[src/rtl/float_sp_pkg.sv]
// Shared single-precision float definitions used by the float<->fixed converters.
package float_sp_pkg;

  localparam int unsigned EXP_BIAS = 127;
  localparam int unsigned MANT_W   = 23;
  localparam int unsigned EXP_W    = 8;
  localparam int unsigned SIG_W    = MANT_W + 1;

  localparam logic [31:0] INT32_MAX = 32'h7FFF_FFFF;
  localparam logic [31:0] INT32_MIN = 32'h8000_0000;

  typedef enum logic [2:0] {ZERO, DENORM, NORMAL, INF, NAN} fp_class_e;

  typedef struct packed {
    logic             sign;
    logic [EXP_W-1:0] exp;
    logic [SIG_W-1:0] sig;   // significand with the hidden bit made explicit
    fp_class_e        cls;
  } fp_unpacked_t;

  // Split a raw IEEE-754 single into fields and classify it.
  function automatic fp_unpacked_t fp_unpack(input logic [31:0] f);
    fp_unpacked_t u;
    u.sign = f[31];
    u.exp  = f[30:23];
    u.sig  = {|f[30:23], f[22:0]};
    if (f[30:23] == '0) begin
      u.cls = (f[22:0] == '0) ? ZERO : DENORM;
    end else if (&f[30:23]) begin
      u.cls = (f[22:0] == '0) ? INF : NAN;
    end else begin
      u.cls = NORMAL;
    end
    return u;
  endfunction

endpackage

[src/rtl/float_to_fixed_sp_if.sv]
// Valid/ready bus between the float producer, the converter and the fixed-point consumer.
interface float_to_fixed_sp_if;

  logic        i_VALID;
  logic        o_READY;
  logic [31:0] i_FLOAT_WORD;
  logic        o_VALID;
  logic        i_READY;
  logic [31:0] o_FIXED_WORD;
  logic        o_INVALID;
  logic        o_OVERFLOW;
  logic        o_INEXACT;

  modport master (
    output i_VALID, i_FLOAT_WORD, i_READY,
    input  o_READY, o_VALID, o_FIXED_WORD, o_INVALID, o_OVERFLOW, o_INEXACT
  );

  modport slave (
    input  i_VALID, i_FLOAT_WORD, i_READY,
    output o_READY, o_VALID, o_FIXED_WORD, o_INVALID, o_OVERFLOW, o_INEXACT
  );

endinterface

[src/rtl/fp_align_shift.sv]
// Bidirectional barrel shifter: scales a 24-bit significand by 2^shift into a 32-bit magnitude,
// keeping guard/sticky on right shifts and flagging left shifts that cannot fit.
module fp_align_shift
  import float_sp_pkg::*;
(
  input  logic [SIG_W-1:0]  sig,
  input  logic signed [9:0] shift,
  output logic [31:0]       mag,
  output logic              guard,
  output logic              sticky,
  output logic              left_ovf
);

  localparam int unsigned RightMax = SIG_W + 1;  // beyond this every bit is below the guard

  logic [9:0]                rsh;
  logic [SIG_W+RightMax-1:0] ext;

  // Select left or right alignment; right shifts carry the significand into guard/sticky bits.
  always_comb begin
    mag      = '0;
    guard    = 1'b0;
    sticky   = 1'b0;
    left_ovf = 1'b0;
    rsh      = '0;
    ext      = '0;
    if (!shift[9]) begin
      // sig << 8 already reaches bit 31; anything larger is out of range for sure.
      if (shift > 10'sd8) begin
        left_ovf = 1'b1;
      end else begin
        mag = {8'b0, sig} << shift[3:0];
      end
    end else begin
      rsh = -shift;
      if (rsh > 10'(RightMax)) begin
        sticky = |sig;
      end else begin
        ext    = {sig, {RightMax{1'b0}}} >> rsh[4:0];
        mag    = {8'b0, ext[SIG_W+RightMax-1:RightMax]};
        guard  = ext[RightMax-1];
        sticky = |ext[RightMax-2:0];
      end
    end
  end

endmodule

[src/rtl/float_to_fixed_sp.sv]
// Three-stage float32 -> Q(31-FRAC_BITS).FRAC_BITS converter: unpack, align, round/saturate.
module float_to_fixed_sp
  import float_sp_pkg::*;
#(
  parameter int unsigned FRAC_BITS = 0
) (
  input logic                i_CLK,
  input logic                i_RST,
  float_to_fixed_sp_if.slave bus
);

  localparam int                ShiftBias = int'(FRAC_BITS) - int'(EXP_BIAS) - int'(MANT_W);
  localparam logic signed [9:0] ShiftOfs  = 10'(ShiftBias);

  logic en;

  logic         s1_valid_q;
  fp_unpacked_t s1_q;

  logic signed [9:0] s2_shift;
  logic [31:0]       al_mag;
  logic              al_guard, al_sticky, al_lovf;

  logic        s2_valid_q, s2_sign_q, s2_guard_q, s2_sticky_q, s2_lovf_q;
  fp_class_e   s2_cls_q;
  logic [31:0] s2_mag_q;

  logic [32:0] rounded;
  logic        round_up, too_big, exact_min;
  logic [31:0] out_word_d, out_word_q;
  logic        out_inv_d, out_inv_q, out_ovf_d, out_ovf_q, out_inx_d, out_inx_q;
  logic        out_valid_q;

  // A single enable stalls every stage together whenever the held result is not taken.
  assign en          = !out_valid_q || bus.i_READY;
  assign bus.o_READY = en;

  // Stage 1: capture and classify the incoming float.
  always_ff @(posedge i_CLK) begin
    if (i_RST) begin
      s1_valid_q <= 1'b0;
      s1_q       <= '0;
    end else if (en) begin
      s1_valid_q <= bus.i_VALID;
      s1_q       <= fp_unpack(bus.i_FLOAT_WORD);
    end
  end

  assign s2_shift = ShiftOfs + $signed({2'b00, s1_q.exp});

  fp_align_shift u_align (
    .sig      (s1_q.sig),
    .shift    (s2_shift),
    .mag      (al_mag),
    .guard    (al_guard),
    .sticky   (al_sticky),
    .left_ovf (al_lovf)
  );

  // Stage 2: register the aligned magnitude and rounding bits.
  always_ff @(posedge i_CLK) begin
    if (i_RST) begin
      s2_valid_q  <= 1'b0;
      s2_sign_q   <= 1'b0;
      s2_cls_q    <= ZERO;
      s2_mag_q    <= '0;
      s2_guard_q  <= 1'b0;
      s2_sticky_q <= 1'b0;
      s2_lovf_q   <= 1'b0;
    end else if (en) begin
      s2_valid_q  <= s1_valid_q;
      s2_sign_q   <= s1_q.sign;
      s2_cls_q    <= s1_q.cls;
      s2_mag_q    <= al_mag;
      s2_guard_q  <= al_guard;
      s2_sticky_q <= al_sticky;
      s2_lovf_q   <= al_lovf;
    end
  end

  assign round_up  = s2_guard_q && (s2_sticky_q || s2_mag_q[0]);
  assign rounded   = {1'b0, s2_mag_q} + {32'b0, round_up};
  assign too_big   = rounded[32] | rounded[31];
  // -2^31 is the one magnitude at 2^31 that still fits.
  assign exact_min = s2_sign_q && (rounded == 33'h0_8000_0000);

  // Stage 3 next state: round half-to-even, saturate, negate, and pick special results.
  always_comb begin
    out_word_d = '0;
    out_inv_d  = 1'b0;
    out_ovf_d  = 1'b0;
    out_inx_d  = 1'b0;
    unique case (s2_cls_q)
      NAN: out_inv_d = 1'b1;
      INF: begin
        out_inv_d  = 1'b1;
        out_word_d = s2_sign_q ? INT32_MIN : INT32_MAX;
      end
      DENORM: out_inx_d = 1'b1;
      NORMAL: begin
        if (s2_lovf_q || (too_big && !exact_min)) begin
          out_ovf_d  = 1'b1;
          out_word_d = s2_sign_q ? INT32_MIN : INT32_MAX;
        end else begin
          out_word_d = s2_sign_q ? (~rounded[31:0] + 32'd1) : rounded[31:0];
          out_inx_d  = s2_guard_q | s2_sticky_q;
        end
      end
      default: out_word_d = '0;
    endcase
  end

  // Stage 3: output register.
  always_ff @(posedge i_CLK) begin
    if (i_RST) begin
      out_valid_q <= 1'b0;
      out_word_q  <= '0;
      out_inv_q   <= 1'b0;
      out_ovf_q   <= 1'b0;
      out_inx_q   <= 1'b0;
    end else if (en) begin
      out_valid_q <= s2_valid_q;
      out_word_q  <= out_word_d;
      out_inv_q   <= out_inv_d;
      out_ovf_q   <= out_ovf_d;
      out_inx_q   <= out_inx_d;
    end
  end

  assign bus.o_VALID      = out_valid_q;
  assign bus.o_FIXED_WORD = out_word_q;
  assign bus.o_INVALID    = out_inv_q;
  assign bus.o_OVERFLOW   = out_ovf_q;
  assign bus.o_INEXACT    = out_inx_q;

endmodule

[src/flat_wrapper.sv]
// flat-port wrapper written by rule: the top's interface ports become plain ports
module float_to_fixed_sp_flat import float_sp_pkg::*;
#(
  parameter int unsigned FRAC_BITS = 0
)
  (i_CLK, i_RST, bus_i_VALID, bus_i_FLOAT_WORD, bus_i_READY, bus_o_READY, bus_o_VALID, bus_o_FIXED_WORD, bus_o_INVALID, bus_o_OVERFLOW, bus_o_INEXACT);
  float_to_fixed_sp_if bus_i ();
  input logic i_CLK;
  input logic i_RST;
  input wire logic [$bits(bus_i.i_VALID)-1:0] bus_i_VALID;
  input wire logic [$bits(bus_i.i_FLOAT_WORD)-1:0] bus_i_FLOAT_WORD;
  input wire logic [$bits(bus_i.i_READY)-1:0] bus_i_READY;
  output wire logic [$bits(bus_i.o_READY)-1:0] bus_o_READY;
  output wire logic [$bits(bus_i.o_VALID)-1:0] bus_o_VALID;
  output wire logic [$bits(bus_i.o_FIXED_WORD)-1:0] bus_o_FIXED_WORD;
  output wire logic [$bits(bus_i.o_INVALID)-1:0] bus_o_INVALID;
  output wire logic [$bits(bus_i.o_OVERFLOW)-1:0] bus_o_OVERFLOW;
  output wire logic [$bits(bus_i.o_INEXACT)-1:0] bus_o_INEXACT;
  assign bus_i.i_VALID = bus_i_VALID;
  assign bus_i.i_FLOAT_WORD = bus_i_FLOAT_WORD;
  assign bus_i.i_READY = bus_i_READY;
  assign bus_o_READY = bus_i.o_READY;
  assign bus_o_VALID = bus_i.o_VALID;
  assign bus_o_FIXED_WORD = bus_i.o_FIXED_WORD;
  assign bus_o_INVALID = bus_i.o_INVALID;
  assign bus_o_OVERFLOW = bus_i.o_OVERFLOW;
  assign bus_o_INEXACT = bus_i.o_INEXACT;
  float_to_fixed_sp #(.FRAC_BITS(FRAC_BITS)) u_core (.i_CLK(i_CLK), .i_RST(i_RST), .bus(bus_i));
endmodule
[config.mk]
export PLATFORM = sky130hd
export DESIGN_NAME = float_to_fixed_sp_flat
export DESIGN_NICKNAME = d
export VERILOG_FILES = /design/src/rtl/float_sp_pkg.sv /design/src/rtl/float_to_fixed_sp_if.sv /design/src/rtl/fp_align_shift.sv /design/src/rtl/float_to_fixed_sp.sv /design/src/flat_wrapper.sv
export SDC_FILE = /design/constraint.sdc
export NUM_CORES = 1
export LEC_CHECK = 0
export ABC_AREA = 1
export BUFFER_PORTS_ARGS = -buffer_cell sky130_fd_sc_hd__clkbuf_2
export CORE_AREA = 2 2 129 131
export DETAILED_ROUTE_END_ITERATION = 7
export DIE_AREA = 0 0 131 133
export GPL_ROUTABILITY_DRIVEN = 0
export HOLD_SLACK_MARGIN = 0.08
export PLACE_DENSITY = 0.79
export SYNTH_ARGS = -nofsm -noshare
export SYNTH_HDL_FRONTEND = slang
export SYNTH_SLANG_ARGS = --single-unit
[constraint.sdc]
create_clock -name i_CLK -period 6.95 [get_ports i_CLK]
set_input_delay 1.0425 -clock i_CLK [delete_from_list [all_inputs] [get_ports i_CLK]]
set_output_delay 1.0425 -clock i_CLK [all_outputs]
set_load 0.005 [all_outputs]
Yosys cells after proc, flatten, opt, wreduce, memory -nomap -nowiden
Index checks and enable logic that the tools add are counted.

Flip-flop bits (word level): 113. Bits in latches: 0. Memory bits (writable): 0. ROM bits: 0. Memories: 0.

Add/subtract/negate cells: 4. Multipliers: 0. Div/mod/pow operators: 0. $lt $le $gt $ge: 2. Equal/unequal tests: 5. Shift-type cells: 2. Mux-type cells: 22. Bitwise gates (word level): 3. Reductions and logical operators: 15.

Operators with widths (number): $mux 32 (5); $pmux 32 s2 (1); $shr 49x5->49 (1); $reduce_or 24->1 (2); $add 32x1->33 (1); $eq 33x32->1 const B (1); $add 32x1->32 const B (1); $not 32->32 (1); $shl 24x4->32 (1); $mux 24 (1); $logic_not 23->1 (1); $gt 10x5->1 const B (2); $mux 1 (11); $add 9x9->10 const A (1); $neg 10->10 (1); $mux 3 (3); $logic_not 8->1 (1); $reduce_and 8->1 (1); $reduce_or 8->1 (1); $eq 3x2->1 const B (2); $eq 3x1->1 const B (1); $eq 3x3->1 const B (1); $logic_and 1x1->1 (3); $logic_or 1x1->1 (3); other kinds (4) (6).

Longest topological paths before layout
Gate-level depths: netlist of the first run.

Depth after elaboration: 10. Gate-level depth with buffers: 22.

Cells and area by module
A second synthesis of the first run with hierarchy kept.

Cells, all modules: 1588. Area total of the unflattened synthesis: 9427.8 um^2.

Modules (own cells, without submodules): float_to_fixed_sp (instances 1, cells an instance 958, area each 6383.6 um^2, seq. area each 2262.2 um^2); fp_align_shift (instances 1, cells an instance 630, area each 3044.2 um^2, seq. area each 0.0 um^2).

Worst setup path before layout of the first run
OpenSTA, ideal clock, no wires.

Path type: input-to-output. Start point: input port bus_i_READY. End point: output port bus_o_READY. Arrival: 1841 ps. Data required time: 5907 ps. Slack: 4067 ps. Cell stages on the path: 4. Buffers on the path: 2. Cell sequence: nor2_1 -> inv_1 -> clkbuf_1 -> buf_1.

Longest elaborated chain between the ends: 1.

RTL lines: from (decl) (RTL line flat_wrapper.sv:12) `input wire logic [$bits(bus_i.i_READY)-1:0] bus_i_READY;`; $logic_or 1x1->1 (RTL line float_to_fixed_sp.sv:35) `assign en = !out_valid_q || bus.i_READY;`; to (decl) (RTL line flat_wrapper.sv:13) `output wire logic [$bits(bus_i.o_READY)-1:0] bus_o_READY;`.

No other way between the ends.

Worst setup path after layout of the first run
Start point: register u_core.s1_q[28] in the netlist's numbering. End point: register u_core.s2_mag_q[17].

Longest elaborated chain between the ends: 5.

RTL lines: from (decl) (RTL line float_to_fixed_sp.sv:18) `fp_unpacked_t s1_q;`; from (signal assigned) (RTL line float_to_fixed_sp.sv:45) `s1_q <= fp_unpack(bus.i_FLOAT_WORD);`; $add 9x9->10 * (RTL line float_to_fixed_sp.sv:49) `assign s2_shift = ShiftOfs + $signed({2'b00, s1_q.exp});`; $neg 10->10 (RTL line fp_align_shift.sv:35) `rsh = -shift;`; $gt 10x5->1 / $shr 49x5->49 (equally long branches) (RTL line fp_align_shift.sv:36, fp_align_shift.sv:39); $mux 24 (RTL line fp_align_shift.sv:36) `if (rsh > 10'(RightMax)) begin`; $mux 32 * (RTL line fp_align_shift.sv:27) `if (!shift[9]) begin`; to (signal assigned) (RTL line float_to_fixed_sp.sv:74) `s2_mag_q <= al_mag;`; to (decl) (RTL line float_to_fixed_sp.sv:26) `logic [31:0] s2_mag_q;`.

Mark *: on every way between the ends. The rest lies on a longest branch, timed or not. A chain may end at the register's enable or synchronous reset.

==> results of run 1 <==
-- stage by stage --
step | total power [W] | std cells | worst slack [ns]
floorplan | 0.00124 | 1614 | 4.07
global placement | 0.00138 | 1830 | 3.04
detailed placement | 0.00139 | 1830 | 2.92
CTS | 0.00230 | 1862 | 2.89
global route | 0.00244 | 1862 | 2.45
finish | 0.00231 | 1862 | 2.83
-- kinds of logic (layout without fill, tap and decap cells) --
| family | count (synthesis) | in the layout | share of synthesized area |
|---|---|---|---|
| AO/OA/AOI/OAI | 393 | 393 | 0.231 |
| flip-flops | 113 | 113 | 0.237 |
| adder cells (fa/ha/maj) | 7 | 7 | 0.00916 |
| AND/OR/NAND/NOR | 873 | 873 | 0.416 |
| buffers and inverters | 209 | 237 | 0.0886 |
| XOR/XNOR | 14 | 14 | 0.0136 |
| multiplexers | 5 | 5 | 0.00524 |
-- cells in the final DEF (no fill, tap or decap), types with 7 or more instances in the layout --
cell,n
nand2_1,482
o21ai_0,209
nor2_1,146
dfxtp_1,113
inv_1,112
nand3_1,103
a21oi_1,101
clkbuf_2,72
nand2_2,32
a21oi_2,30
nand4_1,22
nor2_4,17
clkbuf_16,17
xor2_1,12
a31oi_1,12
o211ai_1,12
nand3b_1,11
nor4_1,10
nor2_2,10
nand2_4,10
inv_2,9
nor3_1,9
or2_2,9
buf_4,9
ha_1,7
-- final timing paths --
path	to	slack, ns
setup / recovery	u_core.s2_mag_q[17]	2.83
setup reg to reg	u_core.s2_mag_q[17]	2.83
hold / removal	u_core.s2_valid_q	0.46
hold reg to reg	u_core.s2_valid_q	0.46
-- where the power goes --
group	internal, W	switching (W)
Sequential	0.000683	0.0000303
Clock	0.000577	0.000338
Combinational	0.000209	0.000472
-- worst max-delay path: stages, from the launching register on --
cell	delay (ns)
dfxtp_1	0.29
buf_4	0.21
ha_1	0.84
clkinv_1	0.78
nand2_1	0.34
nor2_1	0.11
xor2_1	0.19
buf_4	0.19
a41oi_1	0.22
nand2_1	0.18
nor3_1	0.41
nand3_1	0.13
a21oi_1	0.15
-- final cells by class --
class,instances,share of cell area
Timing Repair Buffer,81,0.0407
Clock buffer,18,0.0418
Clock inverter,14,0.0170
Tap cell,220,0.0262
Multi-Input combinational cell,1292,0.615
Inverter,124,0.0443
Sequential cell,113,0.215
-- per-layer routing --
| layer | part of all wire | vias up | GRT usage | wire length (um) |
|---|---|---|---|---|
| li1 | - | 5377 | - | - |
| met1 | 0.43 | 4538 | 0.388 | 11500 |
| met2 | 0.47 | 412 | 0.525 | 12600 |
| met3 | 0.052 | 96 | 0.0465 | 1410 |
| met4 | 0.046 | 0 | 0.148 | 1230 |
| met5 | 0 | - | 0 | 0 |
-- flip-flops by register name (all words and copies together) (netlist names), 3 cells and up --
| name | count |
|---|---|
| u_core.s1_q | 36 |
| u_core.s2_mag_q | 32 |
| u_core.bus.o_FIXED_WORD | 32 |
| u_core.s2_cls_q | 3 |
==> flow_summary.yaml, run 1 <==
cts:
  clkLatencyLatePin_ns: 0.43
  cts_buffers: 17
  htreeDepth: 4
  cts_setup_buffers: 0
  cts_root_buf: "clkbuf_16"
  ctsHoldBuffers: 0
  cts_tree: "built"
  cts_sinks: 113
  path_clk_slew_ns: 0.06
  cts_max_path_buffers: 2
  cts-resized-gates: 0
floorplan:
  die-area_um2: 17400
  rows: 47
  design.core.area_um2: 16200
  die_h_um: 133
  start_util: 0.591
  num_io_pins: 73
  die_w_um: 131
logic_synthesis:
  syn_area_um2: 9560
  syn_inst: 1614
  synthArstFlopShare: 0
  ys.flop_type: "dfxtp_1"
  synth_top_area_frac: 0.237
  synth_edf_count: 0
  ys_warn_count: 0
  avgSynthCellArea_um2: 5.92
  yosysTopAreaCell: "dfxtp_1"
  yosysMostFrequentCell: "nand2_1"
  syn-num-nets: 1657
  ys_seq_elements: 113
  synth_top_cells_by_area: "dfxtp_1 24%, nand2_1 19%, o21ai_0 11%"
  seq_area_frac_synth: 0.237
  synthTopCellsByCount: "482 x nand2_1, 209 x o21ai_0, 148 x nor2_1"
  synthDistinctLibCells: 50
setup_path:
  criticalPathCategory: "flip-flop to flip-flop"
  arrival_ns: 4.47
  worst-r2r-cell-count: 12
  endpoint_kind: "flip-flop"
  path_max_fanout: 36
  cp-startpoint: "u_core.s1_q[28]"
  required_ns: 7.30
  critPathLaunchType: "flip-flop"
  reg2reg_from: "u_core.s1_q[28]"
final_layout:
  multiInputGateArea_um2: 6460
  drive_above_1_share: 0.147
  syn_to_final_growth_pct: 9.99
  diodes: 0
  seqCellArea_um2: 2260
  fin_util: 0.650
  final_area_um2: 10500
  num-nets-final: 1672
  fillers: 1545
timing:
  clock.fmax_ghz: 0.242
  tightest_slew_ns: 1.08
  period_share: 0.593
  finalSetupTns_ns: 0
  rsz0062_at_grt: "no"
  finClkSkew_ns: 0.00743
  final.min_clock_period_ns: 4.12
  drv_slew: 0
  worst_hold_slack_ns: 0.459
  finalSetupViolations: 0
  max_slew_margin: 0.279
  hold_viol_final: 0
grt:
  grt_pass1_vias: 9142
  grt_antenna_before_repair: 0
  grt_max_degree: 106
  grt_overflow: 0
  track_usage: 0.312
  grt_pass1_wl_um: 43800
worst_hold_path:
  hold_depth: 2
  holdCritPathClass: "flip-flop to flip-flop"
  hp-start: "u_core.s2_valid_q"
placed_design:
  dpl_cell_area_um2: 9900
  io_buffers: 72
  hpwl_um: 20100
routing:
  drtPass1Iterations: 6
  drcViolationCount: 0
  dr.first_iter.drc_count: 893
  routed_via_density: 5.60
  dr_total_vias: 10400
  wl_per_cell_um: 14.4
  totalWireLength_um: 26800
  ant_nets: 0
flow_run:
  max_cap_viol_count: 0
power:
  p_leak_nw: 4.64
  p_per_area_nw_per_um2: 220
  ir_worst_vdd_v: 0.000181
outcome:
  status: "completed"
(Power assumes the default switching activity.)
==> run 2, diff against run 1 <==
clock period = 4.1 ns   (was 6.95 ns; I/O delays follow)
==> flow_summary.yaml, run 2 (synthesis gave the netlist of run 1 again) <==
final_layout:
  finalNonFillerCells: 1869
  syn_to_final_growth_pct: 9.96
  final_cell_mix: "482 x nand2_1, 209 x o21ai_0, 146 x nor2_1"
  top_register: "u_core.s1_q"
  layout_commonest_cell: "nand2_1"
  num-nets-final: 1679
  diodes: 0
  largest_reg_flops: 36
  drive_above_1_share: 0.151
cts:
  clkLatencyLatePin_ns: 0.43
  cts_tree: "built"
  cts_root_buf: "clkbuf_16"
  path_clk_slew_ns: 0.06
  cts_buffers: 17
  htreeDepth: 4
  cts_max_path_buffers: 2
  ctsHoldBuffers: 0
  cts_setup_buffers: 0
  cts_sinks: 113
  cts-resized-gates: 0
timing:
  final.min_clock_period_ns: 3.42
  finalSetupViolations: 0
  finalSetupTns_ns: 0
  tightest_slew_ns: 1.10
  period_share: 0.833
  hold_viol_final: 0
  max_slew_margin: 0.263
  rsz0062_at_grt: "no"
  drv_slew: 0
  finClkSkew_ns: 0.00832
  clock.fmax_ghz: 0.293
placed_design:
  dp_cells: 1837
  hpwl_um: 20500
  io_buffers: 72
floorplan:
  rows: 47
  num_io_pins: 73
  design.core.area_um2: 16200
  start_util: 0.591
  die-area_um2: 17400
  die_h_um: 133
  die_w_um: 131
setup_path:
  arrival_ns: 3.78
  required_ns: 4.47
  worst-r2r-cell-count: 17
  rrSetupSlack_ns: 0.68
  critPathLaunchType: "flip-flop"
  path_max_fanout: 31
  r2r_end: "u_core.bus.o_FIXED_WORD[26]"
  reg2reg_from: "u_core.s2_sticky_q"
  endpoint_kind: "flip-flop"
  criticalPathCategory: "flip-flop to flip-flop"
routing:
  drtPass1Iterations: 6
  dr_total_vias: 10500
  dr.first_iter.drc_count: 764
  drcViolationCount: 0
  totalWireLength_um: 26600
  routed_via_density: 5.64
  ant_nets: 0
  wl_per_cell_um: 14.2
worst_hold_path:
  hp-start: "bus_i_FLOAT_WORD[31]"
  hold_depth: 3
  holdCritPathClass: "input pin to flip-flop"
  min_to: "u_core.s1_q[35]"
grt:
  grt_antenna_before_repair: 0
  grt_pass1_vias: 9164
  grt_overflow: 0
  grt_max_degree: 62
  grt_pass1_wl_um: 43500
  track_usage: 0.309
power:
  power_switching_w: 0.00146
  seqPwrFrac: 0.321
  p_leak_nw: 4.65
  pwr-share-comb: 0.306
  p_clk_frac: 0.373
  p_per_area_nw_per_um2: 359
  ir_worst_vdd_v: 0.000346
  switching_share: 0.385
  intPower_w: 0.00232
flow_run:
  max_cap_viol_count: 0
outcome:
  status: "completed"
## run 2: cell types whose count changed in the layout (fill, tap and decap cells not counted), sizes merged
cell	before	now
bufinv	3	0
inv	125	131
buf	9	16
clkinv	7	5
clkbuf	90	89
## run 2: worst max-delay path, stage by stage (launching register included)
cell	delay (ns)
dfxtp_1	0.33
o21a_1	0.19
ha_1	0.20
ha_1	0.32
inv_1	0.09
ha_1	0.17
nand2_1	0.06
nor2_1	0.16
nand3_1	0.18
nor2_4	0.21
nand2_4	0.10
nor2_4	0.14
nand3_4	0.10
nand2_4	0.08
nand2_4	0.06
a21oi_4	0.65
nand2_1	0.16
a21oi_2	0.15
## run 2: routing by layer
metal	up-vias	GRT usage	share of wire
li1	5398	-	-
met1	4700	0.385	0.42
met2	365	0.519	0.48
met3	86	0.0477	0.051
met4	0	0.145	0.042
met5	-	0	0
## run 2: worst max path at each step
stage | cells after the start | end | startpoint | slack (ns)
after floorplan | 19 | u_core.s2_sticky_q | u_core.s1_q[27] | 1.31
after global placement | 17 | u_core.bus.o_FIXED_WORD[25] | u_core.s2_sticky_q | 0.80
after detailed placement | 17 | u_core.bus.o_FIXED_WORD[5] | u_core.s2_sticky_q | 0.71
after CTS | 17 | u_core.bus.o_FIXED_WORD[5] | u_core.s2_sticky_q | 0.70
after global routing | 17 | u_core.bus.o_FIXED_WORD[7] | u_core.s2_sticky_q | 0.34
final | 17 | u_core.bus.o_FIXED_WORD[26] | u_core.s2_sticky_q | 0.68
## run 2: layout make-up
type | count | area, um2
sequential | 113 | 2260
inverter | 124 | 465
fill | 1511 | 5660
multi-input combinational | 1292 | 6460
clock buffer | 17 | 425
timing repair buffer | 88 | 480
tap | 220 | 275
clock inverter | 15 | 138
## run 2: power groups by stage
stage / Sequential, W / Clock (W) / Combinational [W]
after detailed placement: 0.00123 / 0 / 0.00113
after global routing: 0.00122 / 0.00147 / 0.00130
after CTS: 0.00121 / 0.00142 / 0.00114
after floorplan: 0.00122 / 0 / 0.000873
after global placement: 0.00123 / 0 / 0.00112
final: 0.00121 / 0.00141 / 0.00116
## run 2: per-stage QoR
step                      hold slack [ns]  setup WS (ns)  utilization  area [um2]  total power [W]
after floorplan                     0.430           1.31            -        9560          0.00209
after global placement              0.440          0.805        0.615        9950          0.00235
after detailed placement            0.442          0.712        0.615        9950          0.00236
after CTS                           0.443          0.700        0.650       10500          0.00376
after global routing                0.449          0.342        0.650       10500          0.00399
final                               0.448          0.685        0.650       10500          0.00378
==> run 3, diff against run 2 <==
clock period = 3.5 ns   (was 4.1 ns; I/O delays follow)
==> flow_summary.yaml, run 3 (synthesis gave the netlist of run 1 again) <==
outcome:
  status: "completed"
floorplan:
  design.core.area_um2: 16200
  die_w_um: 131
  rows: 47
  start_util: 0.591
  die-area_um2: 17400
  num_io_pins: 73
  die_h_um: 133
timing:
  rsz0062_at_grt: "no"
  final.min_clock_period_ns: 3.16
  max_slew_margin: 0.264
  finalWorstSetupSlack_ns: 0.338
  finalSetupViolations: 0
  tightest_slew_ns: 1.10
  drv_slew: 0
  period_share: 0.903
  hold_viol_final: 0
  finClkSkew_ns: 0.00815
  clock.fmax_ghz: 0.316
  finalSetupTns_ns: 0
grt:
  grt_max_degree: 74
  grt_pass1_vias: 9253
  grt_pass1_wl_um: 43800
  track_usage: 0.311
  grt_use_met1: 0.381
  grt_overflow: 0
  use_met2: 0.531
  grt_antenna_before_repair: 0
  grt_util_met3: 0.0421
  busiest_layer: "met2"
final_layout:
  diodes: 0
  final_cell_mix: "482 x nand2_1, 209 x o21ai_0, 146 x nor2_1"
  layout_commonest_cell: "nand2_1"
  largest_reg_flops: 36
  syn_to_final_growth_pct: 10.9
  num-nets-final: 1686
  top_register: "u_core.s1_q"
  drive_above_1_share: 0.155
cts:
  path_clk_slew_ns: 0.06
  cts_buffers: 17
  cts_root_buf: "clkbuf_16"
  clkLatencyLatePin_ns: 0.43
  ctsHoldBuffers: 0
  cts_setup_buffers: 0
  cts_max_path_buffers: 2
  cts_tree: "built"
  htreeDepth: 4
  cts-resized-gates: 0
  cts_sinks: 113
power:
  p_leak_nw: 4.70
  ir_worst_vdd_v: 0.000368
  p_per_area_nw_per_um2: 431
  power.total_w: 0.00458
routing:
  ant_nets: 0
  wl_per_cell_um: 14.5
  drcViolationCount: 0
  dr.first_iter.drc_count: 810
  drtPass1Iterations: 6
  totalWireLength_um: 27100
  dr_total_vias: 10600
  routed_via_density: 5.65
setup_path:
  slowest_stage: "dfxtp_1"
  crit_chain: "o21a_1 > ha_1 > ha_1 > inv_1 > ha_1 > nand2_1 > nor2_1 > nand3_1 > nor2_4 > nand2_4 > nor2_4 > nand3_4 > nand2_4 > nand2_4 > a21oi_4 > buf_4 > nand2_1 > a21oi_2"
  r2r_end: "u_core.bus.o_FIXED_WORD[16]"
  path_max_fanout: 31
  rrSetupSlack_ns: 0.34
  critPathLaunchType: "flip-flop"
  reg2reg_from: "u_core.s2_sticky_q"
  cp-startpoint: "u_core.s2_sticky_q"
  worst-r2r-cell-count: 18
  criticalPathCategory: "flip-flop to flip-flop"
  endpoint_kind: "flip-flop"
  arrival_ns: 3.52
  max_stage_delay_ns: 0.32
  required_ns: 3.86
worst_hold_path:
  holdCritPathClass: "input pin to flip-flop"
  hold_depth: 3
  hp-start: "bus_i_FLOAT_WORD[3]"
  min_to: "u_core.s1_q[6]"
placed_design:
  place_ws_ns: 0.343
  io_buffers: 72
  hpwl_um: 20600
flow_run:
  max_cap_viol_count: 0
-- run 3: final cells by class --
type	instances	area (um2)
clock buffer	19	453
multi-input combinational	1292	6460
sequential	113	2260
fill	1525	5570
timing repair buffer	95	533
inverter	124	465
clock inverter	13	150
tap	220	275
-- run 3: power by group --
part | internal (W) | switching [W]
Sequential | 0.00136 | 0.0000637
Combinational | 0.000436 | 0.000932
Clock | 0.00110 | 0.000690
Total | 0.00289 | 0.00169
-- run 3: how the worst max path moves through the flow --
stage | endpoint | slack, ns | cells after the start
after floorplan | u_core.s2_sticky_q | 0.71 | 19
after global placement | u_core.bus.o_FIXED_WORD[5] | 0.48 | 18
after detailed placement | u_core.bus.o_FIXED_WORD[20] | 0.34 | 18
after CTS | u_core.bus.o_FIXED_WORD[16] | 0.33 | 18
after global routing | u_core.bus.o_FIXED_WORD[5] | 0.02 | 18
final | u_core.bus.o_FIXED_WORD[16] | 0.34 | 18
-- run 3: worst max-delay path, delay by kind of cell (launching register included) --
kind / cells / cell delay, ns
flops: 1 / 0.32
compound gates: 3 / 0.44
buf+inv: 2 / 0.41
simple gates: 10 / 1.20
fa+ha+maj: 3 / 0.71
-- run 3: per-stage QoR --
step            util  hold WS, ns  instances  instance area (um2)
6_report       0.656        0.352       1876                10600
5_1_grt        0.656        0.372       1876                10600
4_1_cts        0.656        0.359       1876                10600
3_5_place_dp   0.618        0.454       1844                10000
3_3_place_gp   0.618        0.442       1844                10000
2_1_floorplan      -        0.430       1614                 9560
-- run 3: layer usage --
metal | wire [um] | up-vias | share of wire
li1 | - | 5400 | -
met5 | 0 | - | 0
met3 | 1360 | 93 | 0.050
met1 | 11400 | 4703 | 0.42
met4 | 1260 | 0 | 0.046
met2 | 13100 | 411 | 0.48
